### src/rtl/sigmoid_share_sched.sv
// sigmoid_share_sched: one sigmoid unit shared by NUM_REQ requesters.
//
// Purpose
//   A round-robin arbiter grants at most one request per cycle into a
//   two-stage pipeline:
//     - S1 holds {operand, id} and feeds the sigmoid unit combinationally.
//     - S2 holds {result, id} and drives the response port.
//   Responses come out in accept order and are backpressured by rsp_ready.
//
// Handshake semantics
//   - Request i transfers on a rising edge where req_valid[i] && req_ready[i].
//     The requester holds req_valid[i] and its req_data slice stable until
//     then.
//   - A response transfers on a rising edge where rsp_valid && rsp_ready.
//     rsp_data and rsp_id stay stable while rsp_valid is high and rsp_ready
//     is low.
//
// Ports
//   clk        : clock; all state updates on the rising edge.
//   rstn       : synchronous active-low reset.
//   req_valid  : per-requester request valid [NUM_REQ].
//   req_data   : packed operands; requester i uses [i*DATA_LEN +: DATA_LEN].
//   req_ready  : per-requester accept, one-hot or zero (combinational).
//   rsp_valid  : result valid.
//   rsp_data   : sigmoid(operand).
//   rsp_id     : index of the requester that issued the operand.
//   rsp_ready  : consumer accepts the result.
//   idle       : both stages empty and no request pending (combinational).
//
// ID_LEN must equal ceil(log2(NUM_REQ)).

// Hard sigmoid on signed fixed point with DATA_LEN/2 fractional bits:
// y = clamp(x/4 + 0.5, 0, 1). The sum is one bit wider than the operand so it
// cannot overflow before clamping.
module sigmoid #(
    parameter int DATA_LEN = 32
) (
    input  logic [DATA_LEN-1:0] x_i,
    output logic [DATA_LEN-1:0] y_o
);
    localparam int FRAC = DATA_LEN / 2;
    localparam logic [DATA_LEN:0] ONE_U  = {{DATA_LEN{1'b0}}, 1'b1} << FRAC;
    localparam logic [DATA_LEN:0] HALF_U = {{DATA_LEN{1'b0}}, 1'b1} << (FRAC - 1);

    logic signed [DATA_LEN:0] x_ext;
    logic signed [DATA_LEN:0] sum;

    always_comb begin
        x_ext = $signed({x_i[DATA_LEN-1], x_i});
        sum   = (x_ext >>> 2) + $signed(HALF_U);
        if (sum[DATA_LEN]) begin
            y_o = '0;
        end else if (sum > $signed(ONE_U)) begin
            y_o = ONE_U[DATA_LEN-1:0];
        end else begin
            y_o = sum[DATA_LEN-1:0];
        end
    end
endmodule

module sigmoid_share_sched #(
    parameter int DATA_LEN = 32,
    parameter int NUM_REQ  = 4,
    parameter int ID_LEN   = 2
) (
    input  logic                         clk,
    input  logic                         rstn,
    input  logic [NUM_REQ-1:0]           req_valid,
    input  logic [NUM_REQ*DATA_LEN-1:0]  req_data,
    output logic [NUM_REQ-1:0]           req_ready,
    output logic                         rsp_valid,
    output logic [DATA_LEN-1:0]          rsp_data,
    output logic [ID_LEN-1:0]            rsp_id,
    input  logic                         rsp_ready,
    output logic                         idle
);
    logic [ID_LEN-1:0]   rr_ptr_q, rr_ptr_d;
    logic                s1_valid_q, s1_valid_d;
    logic [DATA_LEN-1:0] s1_data_q, s1_data_d;
    logic [ID_LEN-1:0]   s1_id_q, s1_id_d;
    logic                s2_valid_q, s2_valid_d;
    logic [DATA_LEN-1:0] s2_data_q, s2_data_d;
    logic [ID_LEN-1:0]   s2_id_q, s2_id_d;

    logic                s1_load, s2_load, accept;
    logic                win_found;
    logic [ID_LEN-1:0]   win_id;
    logic [ID_LEN-1:0]   cand;
    int                  cand_i;
    logic [DATA_LEN-1:0] sig_y;

    sigmoid #(.DATA_LEN(DATA_LEN)) u_sigmoid (
        .x_i (s1_data_q),
        .y_o (sig_y)
    );

    // Round-robin search starting at rr_ptr, wrapping modulo NUM_REQ.
    always_comb begin
        win_found = 1'b0;
        win_id    = '0;
        cand      = '0;
        cand_i    = 0;
        for (int k = 0; k < NUM_REQ; k++) begin
            cand_i = int'(rr_ptr_q) + k;
            if (cand_i >= NUM_REQ) begin
                cand_i = cand_i - NUM_REQ;
            end
            cand = ID_LEN'(cand_i);
            if (!win_found && req_valid[cand]) begin
                win_found = 1'b1;
                win_id    = cand;
            end
        end
    end

    // S2 empties when it is free or its result is being taken; S1 may load
    // whenever it is empty or moving into S2 in the same cycle, which gives
    // full-rate streaming. Grants are suppressed while reset is asserted.
    always_comb begin
        s2_load   = s1_valid_q && (!s2_valid_q || rsp_ready);
        s1_load   = !s1_valid_q || s2_load;
        accept    = rstn && win_found && s1_load;
        req_ready = accept ? (NUM_REQ'(1) << win_id) : '0;
    end

    // Next-state logic.
    always_comb begin
        rr_ptr_d   = rr_ptr_q;
        s1_valid_d = s1_valid_q;
        s1_data_d  = s1_data_q;
        s1_id_d    = s1_id_q;
        s2_valid_d = s2_valid_q;
        s2_data_d  = s2_data_q;
        s2_id_d    = s2_id_q;

        if (accept) begin
            rr_ptr_d = (win_id == ID_LEN'(NUM_REQ - 1)) ? '0 : win_id + ID_LEN'(1);
        end

        if (s1_load) begin
            s1_valid_d = accept;
            if (accept) begin
                s1_data_d = req_data[int'(win_id)*DATA_LEN +: DATA_LEN];
                s1_id_d   = win_id;
            end
        end

        if (s2_load) begin
            s2_valid_d = 1'b1;
            s2_data_d  = sig_y;
            s2_id_d    = s1_id_q;
        end else if (s2_valid_q && rsp_ready) begin
            s2_valid_d = 1'b0;
        end
    end

    // State register.
    always_ff @(posedge clk) begin
        if (!rstn) begin
            rr_ptr_q   <= '0;
            s1_valid_q <= 1'b0;
            s1_data_q  <= '0;
            s1_id_q    <= '0;
            s2_valid_q <= 1'b0;
            s2_data_q  <= '0;
            s2_id_q    <= '0;
        end else begin
            rr_ptr_q   <= rr_ptr_d;
            s1_valid_q <= s1_valid_d;
            s1_data_q  <= s1_data_d;
            s1_id_q    <= s1_id_d;
            s2_valid_q <= s2_valid_d;
            s2_data_q  <= s2_data_d;
            s2_id_q    <= s2_id_d;
        end
    end

    // Outputs.
    always_comb begin
        rsp_valid = s2_valid_q;
        rsp_data  = s2_data_q;
        rsp_id    = s2_id_q;
        idle      = !s1_valid_q && !s2_valid_q && (req_valid == '0);
    end
endmodule
### config.mk
export PLATFORM = sky130hd
export DESIGN_NAME = sigmoid_share_sched
export DESIGN_NICKNAME = d
export VERILOG_FILES = /design/src/rtl/sigmoid_share_sched.sv
export SDC_FILE = /design/constraint.sdc
export NUM_CORES = 1
export LEC_CHECK = 0
export CORE_MARGIN = 2
export CORE_UTILIZATION = 30
export DETAILED_ROUTE_END_ITERATION = 6
export PLACE_DENSITY = 0.72
export SLEW_MARGIN = 10
export SYNTH_ARGS = -nofsm -noshare
export SYNTH_HDL_FRONTEND = slang
export SYNTH_SLANG_ARGS = --single-unit
### constraint.sdc
create_clock -name clk -period 2.6 [get_ports clk]
set_input_delay 0.39 -clock clk [delete_from_list [all_inputs] [get_ports clk]]
set_output_delay 0.39 -clock clk [all_outputs]
set_load 0.05 [all_outputs]
==> flow_summary.ini <==
[critical_path]
reg2regPathDepth = 5
arrival_ns = 2.10
crit_type = in2out
cp.required_ns = 2.21
crit_start = req_valid[0]
r2r_start = s1_data_q[17]
worstSetupStartpointType = input pin
end_kind = output port
crit_fanout = 5
r2r_slack_ns = 0.30

[clock_network]
clock_sinks = 68
ctsResizeCount = 0
clk_pin_slew_ns = 0.06
tritoncts = done
cts_setup_buffers = 0
ctsRootBufferMaster = clkbuf_16
ctsHoldBuffers = 0
clk_latency_ns = 0.32
cts_made_buffers = 9
htree_num_levels = 3
clockBufferDepth = 2

[cells_and_area]
n_fill_cell = 1021
final_nets = 639
syn_to_final_growth_pct = 63.53
drive_above_1_share = 0.08333
postLayoutCellArea_mm2 = 0.005527
diodes = 0
fin_util = 0.5054

[timing]
max_freq_mhz = 402.0
slew_headroom = 0.1641
post-route-min-period_ns = 2.488
period_share = 0.9568
rsz0062_at_grt = false
setup_ws_ns = 0.1124
setup_tns_ns = 0
slew_violations = 0
clock_skew_ns = 0.006476
hold_viol = 0
setup_viol = 0
worstMarginPinSlew_ns = 1.251
holdWs_ns = 0.4638

[synth]
synth_cell_types = 44
synth_top_area_cell = dfxtp_1
yosysSeqAreaShare = 0.4028
synth_top_cells_by_count = dfxtp_1, mux2i_1, nand3_1
synthCells = 340
synth_area_leaders = dfxtp_1, mux2i_1, o221ai_1
syn_area_mm2 = 0.003379
synth_top_area_share = 0.4028
synth_async_sr_flop_share = 0
avgSynthCellArea_um2 = 9.940
synth_ff_type = dfxtp_1
synth.most_common_cell = dfxtp_1
synth_edf_count = 0
yosysWarnings = 0
synth-seq-cells = 68

[power_and_ir_drop]
peakVddDrop_mv = 0.3045
p_leak_nw = 2.188
powerDensity_mw_per_mm2 = 651.7

[detailed_routing]
wirelength_um = 10180
drt-wirelength-per-cell_um = 15.81
drtPass1Iterations = 4
ant_nets = 0
via_per_inst = 5.151
route.detailed.drc = 0
num_vias = 3317
drt_iter0_markers = 84

[place]
placed_cell_area_mm2 = 0.005194
gp_congestion = 0.7488
port_buffers = 164
place_ws_ns = -0.07887
place_hpwl_um = 7900

[global_route]
grt_max_degree = 59
antenna_found_initial = 0
grt_pass1_wl_um = 15430
grt_pass1_vias = 3248
grt.total_usage = 0.1632
overflow = 0

[die]
dieArea_mm2 = 0.01213
io_pins = 175
start_util = 0.3090
rows = 38
die_width_um = 110.1
fp.dieH_um = 110.1
coreArea_mm2 = 0.01094

[worst_hold_path]
hp-class = reg2reg
hold_path_startpoint = rsp_data[13]
hold_path_depth = 1

[status]
status = complete, no violations

[flow_run]
maxCapViolations = 0
## registers in the layout (all words and copies together) (netlist names)
signal / cells
s1_id_q: 2
s1_valid_q: 1
rsp_id: 2
s1_data_q: 30
rsp_valid: 1
rsp_data: 30
rr_ptr_q: 2
## power by group
group	leakage (nW)	internal (mW)	switching, mW	total (mW)
sequential	0.557	1.16	0.117	1.27
clock	0.163	0.934	0.429	1.36
combinational	1.47	0.501	0.463	0.965
## per-stage QoR
step / std cells / total power [mW]
2_1_floorplan: 341 / 1.871
3_3_place_gp: 628 / 2.241
3_5_place_dp: 628 / 2.266
4_1_cts: 644 / 3.640
5_1_grt: 644 / 3.782
6_report: 644 / 3.601
## layout by cell type (no fill, tap or decap), types with 3 or more instances in the layout
master and n:
a32o_1 16, nand3_1 36, nor4_1 6, bufinv_16 3, buf_12 3, inv_1 5
ha_1 5, clkbuf_16 9, mux2i_1 60, buf_4 15, a21boi_0 6, clkdlybuf4s50_1 158
o21ai_0 3, and3_1 20, o221ai_1 30, nand2b_1 3, nand2_1 14, a21oi_1 5
dfxtp_1 68, nand4_1 3
## critical path, stage by stage
cell and delay [ns]:
clkdlybuf4s50_1 0.46, inv_1 0.10, o22ai_1 0.11, a211oi_4 0.36, inv_1 0.12, ha_1 0.21
and3_1 0.16, buf_4 0.18
## layer usage
metal	wire, um	track usage	vias to the layer above	part of all wire
met5	0	0	-	0
met4	151	0.06161	0	0.015
met3	679	0.02998	10	0.067
met2	4949	0.2822	112	0.49
met1	4398	0.2009	1550	0.43
li1	-	-	1645	-
## area by class of cell
type,count,area (um^2),area share
multi-input cells,238,1879,0.3400
clock inverters,5,100.1,0.01811
inverters,5,18.77,0.003396
repair buffers,177,1759,0.3183
well taps,140,175.2,0.03170
flip-flops and latches,68,1361,0.2463
clock buffers,11,232.7,0.04211
## logic make-up after synthesis
group           share of synthesized area
mux                                0.1777
simple gates                       0.1681
fa+ha+maj                         0.01851
compound gates                     0.1833
buf+inv                           0.04591
xor+xnor                         0.002592
other cells                      0.001110
flops                              0.4028
## worst paths after layout
kind                                     end
worst min-delay path            rsp_data[13]
worst min register to register  rsp_data[13]
worst max-delay path            req_ready[2]
worst max register to register   rsp_data[2]
No activity file was read; power rests on OpenSTA's default activity.
